$ cat config.mk
export PLATFORM = sky130hd
export DESIGN_NAME = tim_so
export DESIGN_NICKNAME = d
export VERILOG_FILES = /design/src/rtl/tim_so.sv
export SDC_FILE = /design/constraint.sdc
export NUM_CORES = 1
export LEC_CHECK = 0
export ABC_AREA = 0
export CAP_MARGIN = 20
export CELL_PAD_IN_SITES_DETAIL_PLACEMENT = 1
export CELL_PAD_IN_SITES_GLOBAL_PLACEMENT = 1
export CORE_ASPECT_RATIO = 1.25
export CORE_MARGIN = 3
export CORE_UTILIZATION = 42
export CTS_BUF_LIST = sky130_fd_sc_hd__clkbuf_4
export CTS_CLUSTER_SIZE = 40
export DETAILED_ROUTE_END_ITERATION = 12
export HOLD_SLACK_MARGIN = 0.05
export PLACE_DENSITY = 0.93
export SLEW_MARGIN = 20
export SYNTH_ARGS = -nofsm -noshare
export SYNTH_HDL_FRONTEND = slang
export SYNTH_SLANG_ARGS = --single-unit
$ cat constraint.sdc
create_clock -name clk -period 4.1 [get_ports clk]
set_input_delay 1.23 -clock clk [delete_from_list [all_inputs] [get_ports clk]]
set_output_delay 1.23 -clock clk [all_outputs]
set_load 0.01 [all_outputs]
$ cat src/rtl/tim_so.sv
// tim_so: successive-approximation search driving a magnitude comparator's b input.
// Define TIM_SO_SETTLE_EN to insert a SETTLE cycle before every compare (registered comparator).
module tim_so #(
  parameter int W = 4
) (
  input  logic         clk,
  input  logic         rst,
  input  logic         start,
  input  logic         x,
  input  logic         y,
  input  logic         z,
  output logic [W-1:0] guess,
  output logic         busy,
  output logic         done,
  output logic         err,
  output logic [W-1:0] result,
  output logic [W-1:0] tries
);
`ifdef TIM_SO_SETTLE_EN
  typedef enum logic [2:0] {IDLE, CMP, DONE, ERR, SETTLE} state_t;
  localparam state_t LOAD = SETTLE;
`else
  typedef enum logic [1:0] {IDLE, CMP, DONE, ERR} state_t;
  localparam state_t LOAD = CMP;
`endif
  state_t state, state_n;
  logic [W:0] lo, hi, lo_n, hi_n;
  logic [W+1:0] sum;
  logic [W-1:0] guess_n, result_n, tries_n;
  logic done_n, err_n, one_hot, empty;
  assign busy = (state != IDLE) && (state != DONE) && (state != ERR);
  assign one_hot = (x ^ y ^ z) && !(x && y && z);
  always_comb begin
    state_n = state;
    lo_n = lo;
    hi_n = hi;
    guess_n = guess;
    result_n = result;
    tries_n = tries;
    done_n = done;
    err_n = err;
    sum = '0;
    empty = 1'b0;
    case (state)
      IDLE, DONE, ERR: begin
        if (start) begin
          state_n = LOAD;
          lo_n = '0;
          hi_n = {1'b0, {W{1'b1}}};
          guess_n = {1'b0, {(W-1){1'b1}}};
          tries_n = '0;
          result_n = '0;
          done_n = 1'b0;
          err_n = 1'b0;
        end
      end
      CMP: begin
        tries_n = tries + 1'b1;
        if (!one_hot) begin
          state_n = ERR;
          err_n = 1'b1;
        end else if (z) begin
          state_n = DONE;
          result_n = guess;
          done_n = 1'b1;
        end else begin
          lo_n = x ? {1'b0, guess} + 1'b1 : lo;
          hi_n = y ? {1'b0, guess} - 1'b1 : hi;
          // guess-1 underflows to all ones at guess=0, so flag that range empty explicitly
          empty = (y && guess == '0) || (lo_n > hi_n);
          sum = {1'b0, lo_n} + {1'b0, hi_n};
          state_n = empty ? ERR : LOAD;
          err_n = empty;
          guess_n = empty ? guess : W'(sum >> 1);
        end
      end
      default: state_n = CMP;
    endcase
  end
  always_ff @(posedge clk) begin
    if (rst) begin
      state <= IDLE;
      lo <= '0;
      hi <= '0;
      guess <= '0;
      result <= '0;
      tries <= '0;
      done <= 1'b0;
      err <= 1'b0;
    end else begin
      state <= state_n;
      lo <= lo_n;
      hi <= hi_n;
      guess <= guess_n;
      result <= result_n;
      tries <= tries_n;
      done <= done_n;
      err <= err_n;
    end
  end
endmodule

==> metrics.md <==
| Metric | Value |
|---|---|
| Outcome | complete, no violations |
| Synthesis Warnings | 0 |
| Most common library cell in the layout ignoring fill and taps | dfxtp_1 |
| Req. time, crit path | around 4.4 ns |
| Combinational share of power | between 30% and 40% |
| Width of the die | approximately 61 um |
| Share of post-route cells with drive strength above 1 | a little over a tenth |
| Worst reg2reg startpoint | guess[1]$_SDFFE_PP0P_ |
| Worst Path Arrival | about 3.7 ns |
| Violation count after the first detailed-routing iteration | 62 |
| Unrepaired setup endpoints after global routing | false |
| # resized after CTS | 0 |
| Overall track demand over capacity in global routing | about 22% |
| Inserted Clock Buffers | 3 |
| Endpoint kind of the worst setup timing path | flip-flop |
| Total number of clock tree sinks | 26 |
| Detail-routed via count per cell | approximately 6 |
| Hold/Removal Path Class | reg -> reg |
| Crit Path Class | in -> reg |
| Die boundary height | 74.31 um |
| Detailed Routing Iterations Pass 1 | 5 |
| Final critical path time including I/O delays and setup | between 3 and 4 ns |
| Dpl cell area | between 1500 and 2000 um2 |
| Worst Hold Depth | 2 |
| CP Cell Sequence | clkdlybuf4s50_1, nor2b_1, a31oi_1, ha_1, nor2b_1, and3_1, a21oi_2, nor2_2, o311a_1 |
| Max incr delay on CP | 0.79 ns |
| # Max-Cap Violations | 0 |
| Power share of the clock group | 27.7% |
| Crit share post-route | 83.67% |
| FF+latch count, synth | 26 |
| Layout net count | 227 |
| Number of post-CTS setup repair buffers | 0 |
| Cells on worst reg2reg path | 9 |
| Die area | between 4000 and 5000 um2 |
| Synth-to-layout area growth | 17.64% |
| Routed Antenna Nets | 0 |
| Maximum vdd ir drop | between 100 and 150 uV |
| Cell taking the most area after synthesis | dfxtp_1 |
| Internal portion of total power | about 0.45 mW |
| Synth Area in Adders | about 12% |
| Fill cell count | between 400 and 500 |
| Relative slew slack | 64.23% |
| Slowest cell on the critical path | clkdlybuf4s50_1 |
| Largest family of logic cells by synthesized area | simple AND/OR/NAND/NOR gates |
| Number of failing setup endpoints in the final timing report | 0 |
| Switching portion of total power | 33.13% |
| Number of distinct library cells after synthesis | between 40 and 50 |
| Number of global-route vias before repair | between 1,500 and 2,000 |
| Worst Skew | around 0.0076 ns |
| Worst-path fanout max | 12 |
| Average instance area after synthesis | between 8 and 9 um2 |
| Highest clock rate | approximately 0.3 GHz |
| Post-route non-filler standard cell count | around 240 |
| Power density over the cells | 365.9 nW/um2 |
| Number of instances in the synthesized netlist | about 190 |
| Routability congestion estimate | 0.9069 |
| Ports placed on the boundary | 21 |
| Worst reg2reg setup slack | 1.22 ns |
| Psw | ~0.22 mW |
| Endpoints failing hold | 0 |
| Number of enable flip-flop cells after synthesis | 0 |
| Cell types with the largest area share after synthesis | dfxtp_1 33%, ha_1 11%, a21oi_1 8.0% |
| Diodes inserted | 0 |
| Pwr Total | slightly below 0.7 mW |
| Maximum count of clock buffers along a single path | 2 |
| Final Instance Area | between 1500 and 2000 um2 |
| Largest net degree at the start of global routing | 25 |
| Net count of the mapped netlist | roughly 210 |
| Number of rows created at floorplan | 24 |
| Routed length per placed instance | between 15 and 20 um |
| H-tree Lvls | 1 |
| Least setup slack across all paths after layout | roughly 0.67 ns |
| Core ar. | approximately 3500 um2 |
| Total via count in the routed design | about 1,500 |
| IO buf count | 20 |
| GR Overflow Total | 0 |
| Critical hold path startpoint | lo[3]$_SDFFE_PP0P_ |
| First element of the critical path | y |
| Kind of start point of the critical path | input port |
| Wire length of the first global-routing pass | between 7000 and 8000 um |
| Sequential-to-total area share from yosys stat | between 30% and 40% |
| Simple logic cell fraction of the synthesized area | 23.70% |
| Clk pin slew, worst setup/hold paths | 0.15 ns |
| Most used cells in the layout excluding fill and tap cells | 26 x dfxtp_1, 25 x a21oi_1, 20 x clkdlybuf4s50_1 |
| Clock latency on the worst-skew pair | around 0.35 ns |
| Total of hold buffers inserted after clock tree synthesis | 0 |
| Share of async-settable or async-resettable flops after synthesis | 0% |
| Worst Tran Pin Value | ~0.53 ns |
| # DRC | 0 |
| Most used DFF post-synth | dfxtp_1 |
| Netlist Area Pre-Place | between 1500 and 2000 um2 |
| Count of final max-slew check failures | 0 |
| TritonCTS clock tree | done |
| Clock Root Buffer | clkbuf_4 |
| Total detailed-routing wirelength | 4430 um |
| Proportion of power drawn by flip-flops and latches | between 40% and 50% |
| Endpoint of the worst hold path | lo[3]$_SDFFE_PP0P_ |
| Number of antenna violations at the first check in global routing | 0 |
| Placed cells | between 200 and 250 |
| Initial cell density of the core | approximately 44% |
| Xor/xnor cell area share of the yosys netlist | around 3.9% |
| Dpl ws | about 0.30 ns |
| Total Neg Setup Slack | 0 ns |
| Fraction of synthesized area in multiplexers | around 1.4% |
| Synthesized-area fraction occupied by ao, oa, aoi and oai cells | 20.19% |
| Top-area cell type share of the netlist area | 33.20% |
| Most common cell on crit path | nor2b_1 |
| Critical R2R Capture | state[1]$_SDFFE_PP0N_ |
| Half-perimeter wire length of the detailed placement result | 3165 um |
| Total leakage power | around 0.70 nW |
[flip-flops by register name (all words and copies together), names as in the netlist]
signal and count:
tries 4, hi 5, done 1, err 1
state 2, guess 4, result 4, lo 5
[routing by layer]
| layer | vias to the layer above | GRT usage, % | part of all wire [%] |
|---|---|---|---|
| met5 | - | 0 | 0 |
| met4 | 0 | 10.36 | 3.2 |
| met3 | 11 | 2.604 | 1.9 |
| met2 | 27 | 38.64 | 52 |
| met1 | 725 | 26.86 | 43 |
| li1 | 694 | - | - |
[synth_stat cells, types with 2 or more instances]
cell / count
nor2_2: 2
nand2b_1: 3
inv_2: 3
buf_2: 2
nand3b_1: 2
o211ai_1: 2
a211oi_1: 2
and2_1: 3
xnor2_1: 6
ha_1: 14
nand2_1: 11
dfxtp_1: 26
nor3_1: 6
clkbuf_1: 5
nor2b_1: 4
a21oi_2: 3
nor2_1: 17
inv_1: 6
nand4_1: 2
o31ai_1: 2
o21ai_1: 7
a21oi_1: 25
nand3_1: 11
[worst max-delay path: cells and delay by family]
kind / cells / cell delay [ns]
and+or+nand+nor: 4 / 0.56
adders and majority gates: 1 / 0.31
buffers and inverters: 1 / 0.79
AOI/OAI and AO/OA: 3 / 0.78
[stage by stage]
| stage | hold slack [ns] | utilization (%) |
|---|---|---|
| 3_3_place_gp | 0.4354 | 50.57 |
| 2_1_floorplan | 0.4278 | - |
| 3_5_place_dp | 0.4514 | 50.57 |
| 4_1_cts | 0.4711 | 52.05 |
| 5_1_grt | 0.4872 | 52.05 |
| 6_report | 0.4636 | 52.05 |
[power by group through the flow]
stage,logic [mW],registers (mW),clock network [mW]
after global routing,0.229,0.283,0.199
after CTS,0.209,0.281,0.187
after floorplan,0.141,0.284,0
after detailed placement,0.203,0.286,0
final,0.207,0.281,0.187
after global placement,0.197,0.285,0
[final cells by class]
type                            count  area, um2  share of cell area [%]
Inverter                            9      33.78                   1.832
Tap cell                           39      48.80                   2.646
Timing Repair Buffer               23      222.7                   12.08
Multi-Input combinational cell    143      965.9                   52.37
Clock inverter                      1      30.03                   1.628
Clock buffer                        3      22.52                   1.221
Sequential cell                    26      520.5                   28.22
[worst max path at each step]
stage               slack [ns]               endpoint
floorplan                 0.86  state[1]$_SDFFE_PP0N_
global route              0.49  state[1]$_SDFFE_PP0N_
detailed placement        0.30  guess[3]$_SDFFE_PP0P_
finish                    0.67  guess[2]$_SDFFE_PP0P_
global placement          0.47  guess[3]$_SDFFE_PP0P_
CTS                       0.65  guess[3]$_SDFFE_PP0P_
[logic make-up (layout without fill, tap and decap cells)]
logic type | after synthesis | after routing
AO/OA/AOI/OAI | 50 | 50
flip-flops | 26 | 26
adder cells (fa/ha/maj) | 15 | 15
XOR/XNOR | 7 | 7
multiplexers | 2 | 2
buffers and inverters | 18 | 36
AND/OR/NAND/NOR | 69 | 69
Power figures use the tool's default switching activity.
